<file path="src/rtl/periph_write_queue.sv">
// Posted-write queue between a memory controller and a peripheral AXI master.
// Writes are buffered in a FIFO and drained in order. Reads wait until every earlier write is done.
module periph_write_queue #(
    parameter int unsigned DEPTH      = 4,
    parameter int unsigned ADDR_WIDTH = 32,
    parameter int unsigned DATA_WIDTH = 32
) (
    input  logic                      Clk,
    input  logic                      Rst,
    input  logic [ADDR_WIDTH-1:0]     U_Addr,
    input  logic                      U_StartWrite,
    input  logic                      U_StartRead,
    input  logic [DATA_WIDTH-1:0]     U_WriteData,
    output logic                      U_WriteCompleted,
    output logic                      U_ReadCompleted,
    output logic [DATA_WIDTH-1:0]     U_ReadData,
    output logic [ADDR_WIDTH-1:0]     P_AXIAddr,
    output logic [DATA_WIDTH-1:0]     P_WriteData,
    output logic                      P_StartAXIWrite,
    output logic                      P_StartAXIRead,
    input  logic                      P_WriteCompleted,
    input  logic                      P_ReadCompleted,
    input  logic [DATA_WIDTH-1:0]     P_ReadData,
    output logic [$clog2(DEPTH):0]    Count,
    output logic                      Full,
    output logic                      Empty
);

    localparam int unsigned PtrW = $clog2(DEPTH);
    localparam int unsigned CntW = PtrW + 1;
    localparam logic [CntW-1:0] FullCount = CntW'(DEPTH);

    typedef enum logic [1:0] {StIdle, StWrWait, StRdWait} state_e;

    state_e                state_q;
    logic [ADDR_WIDTH-1:0] addr_mem [DEPTH];
    logic [DATA_WIDTH-1:0] data_mem [DEPTH];
    logic [PtrW-1:0]       wr_ptr_q;
    logic [PtrW-1:0]       rd_ptr_q;
    logic [CntW-1:0]       count_q;
    logic                  push;
    logic                  pop;
    logic                  start_read;

    assign Count = count_q;
    assign Full  = (count_q == FullCount);
    assign Empty = (count_q == '0);

    // A start still high during its own completion pulse belongs to the finished request.
    assign push = U_StartWrite && !Full && !U_WriteCompleted;
    assign pop  = (state_q == StIdle) && !Empty;
    // A write accepted this cycle is older than the read, so the read must wait for it.
    assign start_read = (state_q == StIdle) && Empty && U_StartRead && !push && !U_ReadCompleted;

    always_ff @(posedge Clk) begin
        if (push) begin
            addr_mem[wr_ptr_q] <= U_Addr;
            data_mem[wr_ptr_q] <= U_WriteData;
        end
    end

    always_ff @(posedge Clk or posedge Rst) begin
        if (Rst) begin
            wr_ptr_q <= '0;
            rd_ptr_q <= '0;
            count_q  <= '0;
        end else begin
            if (push) wr_ptr_q <= wr_ptr_q + PtrW'(1);
            if (pop)  rd_ptr_q <= rd_ptr_q + PtrW'(1);
            unique case ({push, pop})
                2'b10:   count_q <= count_q + CntW'(1);
                2'b01:   count_q <= count_q - CntW'(1);
                default: count_q <= count_q;
            endcase
        end
    end

    always_ff @(posedge Clk or posedge Rst) begin
        if (Rst) begin
            state_q          <= StIdle;
            U_WriteCompleted <= 1'b0;
            U_ReadCompleted  <= 1'b0;
            U_ReadData       <= '0;
            P_AXIAddr        <= '0;
            P_WriteData      <= '0;
            P_StartAXIWrite  <= 1'b0;
            P_StartAXIRead   <= 1'b0;
        end else begin
            U_WriteCompleted <= push;
            U_ReadCompleted  <= 1'b0;
            P_StartAXIWrite  <= 1'b0;
            P_StartAXIRead   <= 1'b0;
            unique case (state_q)
                StIdle: begin
                    if (pop) begin
                        P_AXIAddr       <= addr_mem[rd_ptr_q];
                        P_WriteData     <= data_mem[rd_ptr_q];
                        P_StartAXIWrite <= 1'b1;
                        state_q         <= StWrWait;
                    end else if (start_read) begin
                        P_AXIAddr      <= U_Addr;
                        P_StartAXIRead <= 1'b1;
                        state_q        <= StRdWait;
                    end
                end
                StWrWait: begin
                    if (P_WriteCompleted) state_q <= StIdle;
                end
                StRdWait: begin
                    if (P_ReadCompleted) begin
                        U_ReadData      <= P_ReadData;
                        U_ReadCompleted <= 1'b1;
                        state_q         <= StIdle;
                    end
                end
                default: state_q <= StIdle;
            endcase
        end
    end

endmodule

</file>
<file path="config.mk">
export PLATFORM = sky130hd
export DESIGN_NAME = periph_write_queue
export DESIGN_NICKNAME = d
export VERILOG_FILES = /design/src/rtl/periph_write_queue.sv
export SDC_FILE = /design/constraint.sdc
export NUM_CORES = 1
export LEC_CHECK = 0
export ABC_AREA = 1
export ABC_CLOCK_PERIOD_IN_PS = 3700
export BUFFER_PORTS_ARGS = -buffer_cell sky130_fd_sc_hd__buf_2
export CAP_MARGIN = 20
export CORE_ASPECT_RATIO = 1.4
export CORE_MARGIN = 5
export CORE_UTILIZATION = 51
export DETAILED_ROUTE_END_ITERATION = 8
export GPL_ROUTABILITY_DRIVEN = 0
export GPL_TIMING_DRIVEN = 1
export PLACE_DENSITY = 0.8
export SLEW_MARGIN = 20
export SYNTH_ARGS = -nofsm -noshare
export SYNTH_HDL_FRONTEND = slang
export SYNTH_SLANG_ARGS = --single-unit
</file>
<file path="constraint.sdc">
create_clock -name Clk -period 3.7 [get_ports Clk]
set_input_delay 0.185 -clock Clk [delete_from_list [all_inputs] [get_ports Clk]]
set_output_delay 0.185 -clock Clk [all_outputs]
set_load 0.05 [all_outputs]
</file>
Word-level counts from Yosys, hierarchy flattened
Memories as Yosys holds them, arrays and structs flattened. A register that Yosys moved wholly into a read port is not among the register bits.
Index checks and enable logic that the tools add are counted.
{"block": "totals", "input_bits": 102, "elab_cells": 61, "mem_bits_ro": 0, "latch_bits": 0, "memories": 2, "register_bits": 77, "output_inout_bits": 105, "mem_bits_rw": 256}
{"block": "op_classes", "n_reduce_logical": 20, "bitwise_logic": 0, "div_mod_pow": 0, "magnitude_cmp": 0, "eq_ne": 8, "n_addsub": 4, "mul": 0, "n_mux": 17, "shift": 0}
{"name": "addr_mem", "words": 4, "width": 32, "rd": 1, "rd_ports_with_merged_regs": 0, "wr": 1, "line_no": "36", "source": "logic [ADDR_WIDTH-1:0] addr_mem [DEPTH];"}
{"name": "data_mem", "words": 4, "width": 32, "rd": 1, "rd_ports_with_merged_regs": 1, "wr": 1, "line_no": "37", "source": "logic [DATA_WIDTH-1:0] data_mem [DEPTH];"}
{"cell": "$mux 32", "n": 2}
{"cell": "$mux 1", "n": 9}
{"cell": "$mux 2", "n": 4}
{"cell": "$logic_and 1x1->1", "n": 7}
{"cell": "$pmux 2 s3", "n": 1}
{"cell": "$pmux 3 s2", "n": 1}
{"cell": "$reduce_and 2->1", "n": 3}
{"cell": "$logic_not 1->1", "n": 5}
{"cell": "$add 2x1->2 const B", "n": 2}
{"cell": "$eq 2x1->1 const B", "n": 2}
{"cell": "$eq 2x2->1 const B", "n": 2}
{"cell": "$ne 2x2->1 const B", "n": 2}
{"cell": "$reduce_bool 2->1", "n": 2}
{"cell": "$add 3x1->3 const B", "n": 1}
{"cell": "$eq 3x3->1 const B", "n": 1}
{"cell": "$logic_not 3->1", "n": 1}
{"cell": "$ne 3x3->1 const B", "n": 1}
{"cell": "$reduce_and 3->1", "n": 1}
{"cell": "$sub 3x1->3 const B", "n": 1}
{"cell": "$logic_not 2->1", "n": 1}

Longest topological paths before layout
Gate-level depths: netlist of run 1.
{"block": "logic_depth", "ltp_word": 10, "depth_mapped": 9}

Worst setup path before layout of run 1
No wires, ideal clock.
{"block": "synth_timing", "path_type": "register to register", "startpoint": "register count_q[0], in the netlist Count[0]", "endpoint": "memory addr_mem[0][0] (enable)", "path_buffers": 0, "path_slack_ns": -0.529, "t_arrival_ns": 3.742, "setup_time_ns": 0.487, "required_time_ns": 3.213, "path_stages_with_launch": 5, "period_less_slack_ns": 4.229, "path_cell_list": "dfrtp_1 > nor2_4 > nand2_1 > nand2_1 > nor2_1"}
{"block": "synth_between", "elab_chain_len": 6}
{"item": "start, declared", "line_no": "40", "source": "logic [CntW-1:0] count_q;"}
{"item": "start signal, assigned", "line_no": "71", "source": "2'b10: count_q <= count_q + CntW'(1);"}
{"item": "start signal, assigned", "line_no": "72", "source": "2'b01: count_q <= count_q - CntW'(1);"}
{"item": "start signal, assigned", "line_no": "73", "source": "default: count_q <= count_q;"}
{"item": "$eq 3x3->1", "line_no": "46", "source": "assign Full = (count_q == FullCount);"}
{"item": "$logic_not 1->1", "line_no": "50", "source": "assign push = U_StartWrite && !Full && !U_WriteCompleted;"}
{"item": "$logic_and 1x1->1 (2 in a row)", "line_no": "50"}
{"item": "$mux 1", "line_no": "56", "source": "if (push) begin"}
{"item": "$mux 1 (implied by the code)", "line_no": "57", "source": "addr_mem[wr_ptr_q] <= U_Addr;"}
{"item": "end, declared", "line_no": "36"}
No other way between the ends.

Final worst setup path of run 1
{"block": "layout_timing", "startpoint": "register count_q[0], in the netlist Count[0]", "endpoint": "register count_q[2], in the netlist Count[2]"}
{"block": "layout_between", "elab_chain_len": 6}
{"item": "$eq 3x3->1", "line_no": "46"}
{"item": "$logic_not 1->1", "line_no": "50"}
{"item": "$logic_and 1x1->1 (2 in a row)", "line_no": "50"}
{"item": "$eq 2x1->1 or $eq 2x2->1 (tied branches)", "line_no": "70", "source": "unique case ({push, pop})"}
{"item": "$pmux 3 s2 or $reduce_bool 2->1 (tied branches)"}
Parallel ways exist; a longest one is shown, timed or not.
A chain may end at the register's enable or synchronous reset.

==> results of run 1 <==
## cell families after synthesis
family	synth area share, %
adder cells (fa/ha/maj)	0.580
flip-flops	73.2
AO/OA/AOI/OAI	4.00
buffers and inverters	3.16
XOR/XNOR	0.246
AND/OR/NAND/NOR	18.8
## cell usage after synthesis, drive strengths merged
cell,n
nand2,456
edfxtp,256
nand3,130
dfrtp,109
nor2,74
o21ai,67
buf,52
o22ai,32
inv,22
clkbuf,18
ha,5
a21oi,3
xor2,3
o31ai,2
fa,1
nor3,1
xnor2,1
## metrics by stage
| stage | hold WS (ns) | cells | setup WS [ns] | utilization, % |
|---|---|---|---|---|
| floorplan | 0.271 | 1232 | -0.529 | - |
| global route | 0.405 | 1920 | 1.08 | 64.3 |
| global placement | 0.326 | 1755 | 1.42 | 56.5 |
| detailed placement | 0.336 | 1755 | 1.34 | 56.5 |
| finish | 0.355 | 1920 | 1.33 | 64.3 |
| CTS | 0.333 | 1918 | 1.31 | 64.3 |
## tightest hold or removal path: stages
cell,delay [ns]
dlygate4sd3_1,0.55
buf_2,0.15
inv_4,0.47
## layout make-up
type,count,area (um^2)
well taps,370,463
diodes,2,5.00
multi-input cells,775,3410
clock buffers,48,956
flip-flops and latches,365,10400
clock inverters,16,196
fillers,2047,9840
inverters,22,87.6
repair buffers,322,2190
## layer usage
metal / track usage [%] / part of all wire [%] / vias up
met5: 0 / 0 / -
met3: 3.04 / 4.9 / 86
met4: 8.95 / 4.0 / 0
met1: 26.0 / 37 / 5014
li1: - / - / 4772
met2: 39.8 / 54 / 336
## flip-flops by register name, summed over array words and instances, names as in the netlist
name and count:
U_ReadCompleted 1, P_WriteData 32, U_WriteCompleted 1, Count 3, rd_ptr_q 2, P_StartAXIRead 1
U_ReadData 32, addr_mem 128, P_StartAXIWrite 1, wr_ptr_q 2, data_mem 128, state_q 2
P_AXIAddr 32
## worst max path at each step
stage / from / end / cells past startpoint
after global placement: Count[0]$_DFFE_PP0P_ / Count[2]$_DFFE_PP0P_ / 9
after CTS: Count[0]$_DFFE_PP0P_ / Count[2]$_DFFE_PP0P_ / 9
final: Count[0]$_DFFE_PP0P_ / Count[2]$_DFFE_PP0P_ / 9
after detailed placement: Count[0]$_DFFE_PP0P_ / Count[2]$_DFFE_PP0P_ / 9
after floorplan: Count[0]$_DFFE_PP0P_ / addr_mem[0][0]$_DFFE_PP_ / 4
after global routing: Count[0]$_DFFE_PP0P_ / Count[2]$_DFFE_PP0P_ / 9
## power by group
part,switching (mW),internal (mW),leakage (nW)
registers,0.495,5.47,3.71
logic,4.97,1.62,3.36
clock network,1.47,2.11,0.556
total,6.93,9.20,7.63
==> results.tsv, run 1 <==
stage	metric	value	unit
run_status	status	finished, final reports clean	
routing	wl	34.3	mm
cts	holdBufCountCts	99	
yosys	ys_top_cells_by_area	edfxtp_1 (54%), dfrtp_1 (19%), nand2_1 (12%), nand3_1 (4.5%), o21ai_0 (2.4%)	
critical_path	arrival	2.77	ns
sta	period_needed	2.37	ns
yosys	syn-cell-area	14200	um^2
sta	setup_viol	0	
critical_path	worstReg2RegStart	Count[0]$_DFFE_PP0P_	
critical_path	crit_slowest_cell	dfrtp_1	
routing	antenna_left	0	
critical_path	timing.critical_path.buf_inv	1	
routing	num_vias	10200	
critical_path	r2r_end	Count[2]$_DFFE_PP0P_	
sta	post-route-period-util	64.2	%
sta	tns	0	ns
pwr	power.density	910	nW/um^2
critical_path	critPathRequiredTime	4.09	ns
yosys	synth_top_area_share	54.0	%
sta	skew	0.0164	ns
cts	post_cts_buffers	0	
routing	wire_per_inst	17.8	um
cells_and_area	final_nets	1629	
global_route	grt_pass1_vias	10700	
cts	cts_tree	yes	
yosys	synth_cell_types	27	
cts	insertion_delay	0.53	ns
cts	cts_root_buf	clkbuf_16	
critical_path	cp_max_fo	7	
run	max_cap_viol_count	0	
floorplanning	die_w	151	um
sta	slew_headroom	32.2	%
global_route	grt_max_degree	79	
floorplanning	start_util	51.6	%
place	hpwl	19.6	mm
cts	htreeDepth	2	
pwr	ir_worst_vdd	0.000661	V
cts	clk_pin_slew	0.06	ns
yosys	syn_inst	1232	
sta	finalHoldViolCount	0	
floorplanning	coreArea	27600	um^2
yosys	yosysTopAreaCell	edfxtp_1	
routing	drt_iter0_drc	778	
floorplanning	die_h	208	um
critical_path	r2r_setup_slack	1.33	ns
pwr	power	16.1	mW
critical_path	reg2regPathDepth	9	
global_route	grt_usage	22.0	%
critical_path	critPathMostFrequentCell	nand2_1	
sta	fmax	0.421	GHz
yosys	synth_area_per_cell	11.6	um^2
routing	drc	0	
routing	first_pass_iters	6	
min_path	min_path_type	in2async	
cells_and_area	layout_commonest_cell	nand2_1	
floorplanning	placementRows	72	
critical_path	max_stage_delay	0.45	ns
yosys	yosysWarnings	0	
routing	via_per_inst	5.32	
cells_and_area	stdcell_area	17700	um^2
global_route	grt_pass1_wl	54.9	mm
sta	max_slew.worst_pin.slew	1.02	ns
cts	numCtsBuffers	35	
cts	clk_path_buf_depth	3	
cells_and_area	areaGrowthSynthToFinish	24.5	%
critical_path	start_kind	flip-flop	
critical_path	worstSetupEndpointType	flip-flop	
cts	cts.sinks	365	
cells_and_area	layout_common_cells	nand2_1 (453), edfxtp_1 (256), buf_2 (206)	
yosys	syn_nets	1340	
critical_path	critPathKind	reg2reg	
sta	grt_setup_unrepaired	no	
cells_and_area	drive_gt1_share	18.9	%
pwr	leakagePower	7.63	nW
place	io_buffers	206	
floorplanning	fp.dieArea	31400	um^2
cts	cts-resized-gates	0	
critical_path	path_cells	nor2_4, nand2_1, nand2_1, ha_1, inv_1, fa_1, a21oi_1, o21ai_0, xor2_1	
critical_path	cpLargestDelayFamily	simple AND/OR/NAND/NOR gates	
place	placed_cell_area	15600	um^2
sta	drv_slew	0	
floorplanning	ios	207	
yosys	synth-seq-cells	365	
global_route	antenna_found_initial	2	
global_route	grt_remaining_overflow	0	
yosys	ys_seq_area_share	73.2	%
Note: power is estimated with default switching activity, not from simulation.
==> run 2: changes to the inputs <==
--- a/config.mk
+++ b/config.mk
@@ -6,16 +6,16 @@
 export NUM_CORES = 1
 export LEC_CHECK = 0
 export ABC_AREA = 1
-export ABC_CLOCK_PERIOD_IN_PS = 3700
+export ABC_CLOCK_PERIOD_IN_PS = 2350
 export BUFFER_PORTS_ARGS = -buffer_cell sky130_fd_sc_hd__buf_2
 export CAP_MARGIN = 20
 export CORE_ASPECT_RATIO = 1.4
 export CORE_MARGIN = 5
-export CORE_UTILIZATION = 51
+export CORE_UTILIZATION = 55
 export DETAILED_ROUTE_END_ITERATION = 8
 export GPL_ROUTABILITY_DRIVEN = 0
 export GPL_TIMING_DRIVEN = 1
-export PLACE_DENSITY = 0.8
+export PLACE_DENSITY = 0.82
 export SLEW_MARGIN = 20
 export SYNTH_ARGS = -nofsm -noshare
 export SYNTH_HDL_FRONTEND = slang
==> constraint.sdc (replaced) <==
create_clock -name Clk -period 2.35 [get_ports Clk]
set_input_delay 0.1175 -clock Clk [delete_from_list [all_inputs] [get_ports Clk]]
set_output_delay 0.1175 -clock Clk [all_outputs]
set_load 0.05 [all_outputs]
==> run 2 against run 1 <==
Count of clock-buffer cells in the layout fell by 3. Worst hold slack worse by 0.12 ns. Highest routed layer unchanged. Critical path depth unchanged. Critical path type unchanged. Clock skew increased by 0.0015 ns.
==> results.tsv, run 2 (synthesis gave the netlist of run 1 again) <==
stage	metric	value	unit
place	hpwl	18.6	mm
pwr	power	25.4	mW
min_path	min_from	U_StartWrite	
min_path	holdPathEnd	wr_ptr_q[0]$_DFFE_PP0P_	
cts	cts_tree	yes	
global_route	grt_remaining_overflow	0	
routing	wl	34.2	mm
sta	period_needed	2.01	ns
pwr	ir_worst_vdd	0.000915	V
cells_and_area	fin_cells	1875	
cts	cts.sinks	365	
cts	cts_root_buf	clkbuf_16	
critical_path	max_stage_delay	0.40	ns
routing	wire_per_inst	18.3	um
routing	via_per_inst	5.43	
sta	max_slew.worst_pin.slew	0.661	ns
cts	cts-resized-gates	0	
place	io_buffers	206	
critical_path	cp_max_fo	4	
critical_path	critPathMostFrequentCell	a21oi_1	
routing	antenna_left	0	
floorplanning	coreArea	25500	um^2
floorplanning	start_util	55.9	%
critical_path	start_kind	flip-flop	
cts	htreeDepth	2	
global_route	grt_pass1_wl	55.7	mm
min_path	min_path_type	in2reg	
critical_path	worstSetupEndpointType	flip-flop	
sta	post-route-period-util	85.6	%
global_route	grt_busiest_layer	met2	
critical_path	critPathKind	reg2reg	
run	max_cap_viol_count	0	
pwr	leakagePower	7.65	nW
sta	skew	0.0178	ns
floorplanning	fp.dieArea	29200	um^2
critical_path	r2r_end	Count[2]$_DFFE_PP0P_	
sta	grt_setup_unrepaired	no	
place	dp_cells	1709	
cells_and_area	layout_common_cells	nand2_1 (452), edfxtp_1 (256), buf_2 (206)	
cts	holdBufCountCts	99	
cells_and_area	layout_commonest_cell	nand2_1	
cts	clk_path_buf_depth	3	
global_route	met1_usage	28.0	%
floorplanning	placementRows	69	
cts	clk_pin_slew	0.06	ns
routing	drc	0	
run_status	status	finished, final reports clean	
global_route	grtUsageMet2	42.2	%
floorplanning	die_h	200	um
routing	first_pass_iters	6	
sta	drv_slew	0	
cells_and_area	areaGrowthSynthToFinish	24.7	%
cts	insertion_delay	0.51	ns
critical_path	crit_slowest_cell	dfrtp_1	
global_route	grt_usage	23.5	%
cts	numCtsBuffers	34	
sta	finalHoldViolCount	0	
critical_path	critPathRequiredTime	2.73	ns
floorplanning	ios	207	
global_route	antenna_found_initial	6	
cells_and_area	final.fill_count	1684	
min_path	holdPathStages	6	
cells_and_area	reg_top3	addr_mem x128, data_mem x128	
critical_path	r2r_setup_slack	0.34	ns
cells_and_area	drive_gt1_share	19.5	%
cells_and_area	stdcell_area	17700	um^2
sta	setup_viol	0	
cells_and_area	final_nets	1633	
place	placed_cell_area	15700	um^2
routing	num_vias	10200	
critical_path	arrival	2.39	ns
cts	post_cts_buffers	0	
global_route	met3_usage	3.41	%
routing	drt_iter0_drc	869	
critical_path	path_cells	inv_2, nand2_1, a21oi_1, ha_1, inv_1, fa_1, a21oi_1, o21ai_0, xor2_1	
critical_path	reg2regPathDepth	9	
floorplanning	die_w	146	um
sta	fmax	0.497	GHz
global_route	grt_max_degree	110	
critical_path	worstReg2RegStart	state_q[0]$_DFFE_PP0P_	
sta	tns	0	ns
cells_and_area	utilization	69.7	%
sta	slew_headroom	55.9	%
pwr	power.density	1430	nW/um^2
global_route	grt_pass1_vias	10800	
## run 2: stage by stage
stage               hold slack (ns)  setup WS [ns]
floorplan                     0.204         0.0251
global placement              0.310          0.471
detailed placement            0.314          0.394
CTS                           0.207          0.355
global route                  0.240          0.221
finish                        0.231          0.339
## run 2: cell type report
type | count | area, um^2 | share of cell area [%]
clock inverter | 16 | 143 | 0.804
tap | 319 | 399 | 2.25
inverter | 22 | 88.8 | 0.501
antenna | 6 | 15.0 | 0.0846
multi-input combinational | 775 | 3410 | 19.2
sequential | 365 | 10400 | 58.7
clock buffer | 45 | 943 | 5.32
timing repair buffer | 327 | 2320 | 13.1
## run 2: worst max-delay path, delay by kind of cell (launching register included)
family,cells,cell delay [ns]
AOI/OAI and AO/OA,3,0.45
xor gates and xnor gates,1,0.16
adders and majority gates,2,0.55
buffers and inverters,2,0.18
DFF,1,0.40
and+or+nand+nor,1,0.14
## run 2: power breakdown
group / internal, mW / switching [mW] / total (mW)
sequential: 8.62 / 0.779 / 9.40
combinational: 2.73 / 7.93 / 10.7
clock: 3.06 / 2.26 / 5.32
total: 14.4 / 11.0 / 25.4
## run 2: worst max path at each step
stage / endpoint / start / cells after the start
2_1_floorplan: addr_mem[0][0]$_DFFE_PP_ / Count[2]$_DFFE_PP0P_ / 3
3_3_place_gp: Count[2]$_DFFE_PP0P_ / Count[0]$_DFFE_PP0P_ / 9
3_5_place_dp: Count[2]$_DFFE_PP0P_ / Count[0]$_DFFE_PP0P_ / 9
4_1_cts: Count[2]$_DFFE_PP0P_ / state_q[1]$_DFFE_PP0P_ / 9
5_1_grt: Count[2]$_DFFE_PP0P_ / state_q[0]$_DFFE_PP0P_ / 9
6_report: Count[2]$_DFFE_PP0P_ / state_q[0]$_DFFE_PP0P_ / 9
## run 2: routing by layer
layer / routed length (um) / vias to the layer above
met2: 18400 / 344
li1: - / 4781
met4: 1260 / 0
met1: 12900 / 4969
met5: 0 / -
met3: 1670 / 90
